File: src/rtl/aes_pkg.sv
// Shared AES control definitions: key-size encodings, round counts, FSM states.
package aes_pkg;

  localparam logic [1:0] KS_128 = 2'b00;
  localparam logic [1:0] KS_192 = 2'b01;
  localparam logic [1:0] KS_256 = 2'b10;

  localparam int unsigned NR_128 = 10;
  localparam int unsigned NR_192 = 12;
  localparam int unsigned NR_256 = 14;

  typedef enum logic [1:0] {
    IDLE  = 2'd0,
    INIT  = 2'd1,
    ROUND = 2'd2,
    DONE  = 2'd3
  } state_t;

  // Round count for a key-size select; both 10 and 11 mean AES-256.
  function automatic logic [3:0] nr_of(input logic [1:0] ks);
    logic [3:0] nr;
    nr = 4'(NR_256);
    if (ks == KS_128) begin
      nr = 4'(NR_128);
    end else if (ks == KS_192) begin
      nr = 4'(NR_192);
    end else if (ks == KS_256) begin
      nr = 4'(NR_256);
    end
    return nr;
  endfunction

endpackage

File: src/rtl/aes_round_ctrl.sv
// Sequencer for the iterative AES encryption round datapath: accepts a block,
// applies the initial AddRoundKey, steps the round unit Nr times and hands the
// ciphertext out through a valid/ready handshake.
import aes_pkg::*;

module aes_round_ctrl #(
  parameter int unsigned RW = 4
) (
  input  logic          clk,
  input  logic          rst_n,
  input  logic          in_valid,
  output logic          in_ready,
  input  logic [127:0]  in_pt,
  input  logic [1:0]    in_ks,
  output logic [RW-1:0] rk_idx,
  input  logic [127:0]  rk,
  output logic [127:0]  rd_state,
  output logic [127:0]  rd_key,
  output logic          rd_final,
  input  logic [127:0]  rd_out,
  output logic          out_valid,
  input  logic          out_ready,
  output logic [127:0]  out_ct,
  output logic          busy
);

  state_t        state;
  logic [127:0]  state_reg;
  logic [RW-1:0] rnd;
  logic [RW-1:0] nr_reg;
  logic [RW-1:0] rnd_inc;

  // Acceptance is decided purely by the FSM state.
  assign in_ready = (state == IDLE);

  // The working state register feeds both the round unit and the result port.
  assign rd_state = state_reg;
  assign out_ct   = state_reg;
  assign rd_key   = rk;

  assign rnd_inc  = rnd + RW'(1);

  // Control FSM; rk_idx and rd_final are precomputed for the upcoming state.
  always_ff @(posedge clk) begin
    if (!rst_n) begin
      state     <= IDLE;
      state_reg <= '0;
      rnd       <= '0;
      nr_reg    <= RW'(NR_128);
      rk_idx    <= '0;
      rd_final  <= 1'b0;
      out_valid <= 1'b0;
      busy      <= 1'b0;
    end else begin
      case (state)
        IDLE: begin
          if (in_valid) begin
            state_reg <= in_pt;
            nr_reg    <= RW'(nr_of(in_ks));
            rnd       <= '0;
            rk_idx    <= '0;
            busy      <= 1'b1;
            state     <= INIT;
          end
        end
        INIT: begin
          state_reg <= state_reg ^ rk;
          rnd       <= RW'(1);
          rk_idx    <= RW'(1);
          rd_final  <= (nr_reg == RW'(1));
          state     <= ROUND;
        end
        ROUND: begin
          state_reg <= rd_out;
          if (rnd == nr_reg) begin
            rk_idx    <= '0;
            rd_final  <= 1'b0;
            out_valid <= 1'b1;
            state     <= DONE;
          end else begin
            rnd      <= rnd_inc;
            rk_idx   <= rnd_inc;
            rd_final <= (rnd_inc == nr_reg);
          end
        end
        DONE: begin
          if (out_ready) begin
            out_valid <= 1'b0;
            busy      <= 1'b0;
            state     <= IDLE;
          end
        end
        default: begin
          state <= IDLE;
        end
      endcase
    end
  end

endmodule

File: config.mk
export PLATFORM = sky130hd
export DESIGN_NAME = aes_round_ctrl
export DESIGN_NICKNAME = d
export VERILOG_FILES = /design/src/rtl/aes_pkg.sv /design/src/rtl/aes_round_ctrl.sv
export SDC_FILE = /design/constraint.sdc
export NUM_CORES = 1
export LEC_CHECK = 0
export ABC_AREA = 0
export BUFFER_PORTS_ARGS = -buffer_cell sky130_fd_sc_hd__buf_2
export CAP_MARGIN = 15
export CORE_AREA = 2 2 304 306
export CTS_CLUSTER_DIAMETER = 120
export DETAILED_ROUTE_END_ITERATION = 8
export DIE_AREA = 0 0 306 308
export SYNTH_ARGS = -nofsm -noshare
export SYNTH_HDL_FRONTEND = slang
export SYNTH_SLANG_ARGS = --single-unit
File: constraint.sdc
create_clock -name clk -period 4.2 [get_ports clk]
set_clock_uncertainty 0.2 [all_clocks]
set_input_delay 0.42 -clock clk [delete_from_list [all_inputs] [get_ports clk]]
set_output_delay 0.42 -clock clk [all_outputs]
set_load 0.02 [all_outputs]
==> results.txt <==
Die H: 308 um
Residual DRC: 0
TritonCTS clock tree: yes
clock buffer count from CTS: 17
max FFs per register: 128
WL/cell: 18.3 um
startpoint types: flop
Final Cycle Share: 63.1%
drt initial violations: 932
CP arrival: 2860 ps
final RePlAce weighted congestion: 0.894
CP Capture Type: flop
final core utilization: 17.1%
reg2reg setup slack: 1550 ps
Post-synth EDFFs: 0
root buffer cell: clkbuf_16
post-synth net total: 1,878
antenna violations before repair: 34
R2R Path Start: state[0]
worst skew pair latency: 490 ps
WS Path Type: reg -> reg
critical path peak fanout: 57
Post-DP HPWL: 46,600 um
die width: 306 um
Longest Clk Path Bufs: 2
Post-synth top flop: dfxtp_1
Num Clock Sinks: 143
first-pass GRT wire length: 82,400 um
Port-buffer cells: 781
Hold Crit Depth: 3
Cell Area, Synth: 0.0105 mm2
unrepaired setup endpoints after global routing: no
Layout area overhead: 48.6%
Hold WC Path Type: in -> reg
Pins Over Slew Limit: 0
reg2reg end: out_ct[7]
Worst-path clk slew: 70 ps
post-synthesis cell type count: 34
H-tree depth: 4
synth warn: 0
via count: 13,003
vias in the first global route: 11,851
PD cells: 818 mW/mm2
row count: 111
status: finished clean
Final Total Pwr: 12.7 mW
Critical-path top delay cell: a21oi_4
layout cells sized above 1: 40.9%
die area: 0.0942 mm2
largest net degree at the start of global routing: 133
post-synth top area cell: dfxtp_1
Hold Vio Cnt, Final: 0
worst vdd ir: 0.000475 V
setup_tns: 0 ps
layout net count: 2,438
share of the synthesized area in the top cell type: 27.4%
Tightest Pin Transition: 992 ps
Routed Antenna Nets: 0
top post-synthesis cells by area: dfxtp_1 27%, buf_4 19%, o211ai_1 19%
Tmin final: 2650 ps
Min-Delay Startpoint: in_pt[2]
max frequency: 0.377 GHz
crit-path cells: inv_1, ha_4, a21oi_4, buf_12, o211ai_1, a21oi_1
Post-Synthesis Cells: 1,483
router iterations before antenna repair: 7
WHS Endpoint: out_ct[2]
post-synthesis register bit count: 143
sequential share of the synthesized area: 27.4%
total track usage: 12.1%
GR Overflow Total: 0
R2R cell count: 6
IO Pins: 782
Via density: 4.01
CP required: 4410 ps
core outline area: 0.0910 mm2
Rel. slew slack: 33.7%
MaxCap Viol Count: 0
Largest stage delay, worst path: 780 ps
starting density of the core: 11.5%
syn_area_per_cell: 7.05 um2
drt total wl: 59,500 um
share of flip-flops with an asynchronous set or reset: 0%
endpoints failing setup: 0
Pleak: 6.67 nW
## synth_stat cells, types with 2 or more instances
cell / n
dfxtp_1: 143
a21o_1: 2
a22o_1: 3
buf_2: 41
clkbuf_2: 5
a32o_1: 5
mux2i_1: 2
nand3_1: 3
ha_1: 5
o211ai_1: 258
xor2_1: 4
nor2_1: 131
inv_1: 6
nor3_1: 4
nor2b_1: 2
xnor2_1: 2
clkbuf_1: 52
a21oi_1: 136
o21ai_0: 130
buf_4: 265
nand2_1: 264
buf_1: 8
## metal layers
metal | part of all wire (%) | GRT usage, % | wire length [um] | vias up
met5 | 0.066 | 0 | 39 | -
met4 | 4.4 | 5.79 | 2600 | 6
met3 | 7.3 | 3.35 | 4370 | 142
met2 | 46 | 19.3 | 27300 | 770
met1 | 42 | 14.9 | 25100 | 6032
li1 | - | - | - | 6053
## what timing repair did
| action | in CTS | in global routing |
|---|---|---|
| endpoints found under the hold margin | 111 | 0 |
| gates resized for setup | 0 | 0 |
| setup buffers | 0 | 0 |
| hold buffers | 112 | 0 |
## layout by cell type, fill, tap and decap left out, drive strengths merged
master	n
and3	1
nor2b	2
a32o	5
o21ai	130
xor2	4
nor2	131
dfxtp	143
inv	9
nand4	1
mux2i	2
buf	801
clkbuf	17
a221oi	1
a22o	3
nor4	1
a21oi	137
bufinv	6
clkinv	4
ha	5
o21a	1
clkinvlp	3
a21o	2
o31a	1
nor3	5
nor3b	1
diode	4
nand2	264
xnor2	2
dlygate4sd3	112
nand3	3
o211ai	258
## worst max path at each step
stage | cells after the start | start | end | slack, ps
finish | 6 | state[0] | out_ct[7] | 1550
global route | 6 | state[0] | out_ct[4] | 1380
CTS | 6 | state[0] | out_ct[2] | 1540
detailed placement | 6 | state[0] | out_ct[2] | 1560
global placement | 6 | state[0] | out_ct[80] | 1560
floorplan | 7 | state[0] | rk_idx[1] | 2240
## final cells by class
type,count,area (um2)
fill,10327,75400
timing repair buffer,913,5320
multi-input combinational,960,5160
sequential,143,2860
tap,1186,1480
clock buffer,17,425
clock inverter,14,239
inverter,8,32.5
antenna,4,10.0
## cells by family after synthesis
| logic type | share of synthesized area, % |
|---|---|
| xor+xnor | 0.503 |
| mux | 0.192 |
| flops | 27.4 |
| fa+ha+maj | 0.599 |
| simple gates | 15.1 |
| compound gates | 32.5 |
| buf+inv | 23.8 |
## report_power, final
part | total [mW] | switching, mW | internal (mW)
sequential | 2.83 | 0.785 | 2.05
combinational | 8.05 | 5.30 | 2.75
clock | 1.82 | 0.712 | 1.11
## metrics by stage
stage	instance area [um2]	std cells	hold slack, ps	setup slack, ps
floorplan	10500	1483	268	2240
global placement	13700	3098	279	1560
detailed placement	13700	3098	285	1560
CTS	15500	3241	0.245	1540
global route	15500	3242	12.6	1380
finish	15500	3245	54.7	1550
## critical path, delay by kind of cell, from the launching register on
kind | cells | cell delay (ps)
DFF | 1 | 430
AOI/OAI and AO/OA | 3 | 1090
adders and majority gates | 1 | 240
buffers and inverters | 2 | 480
Power figures use the tool's default switching activity.
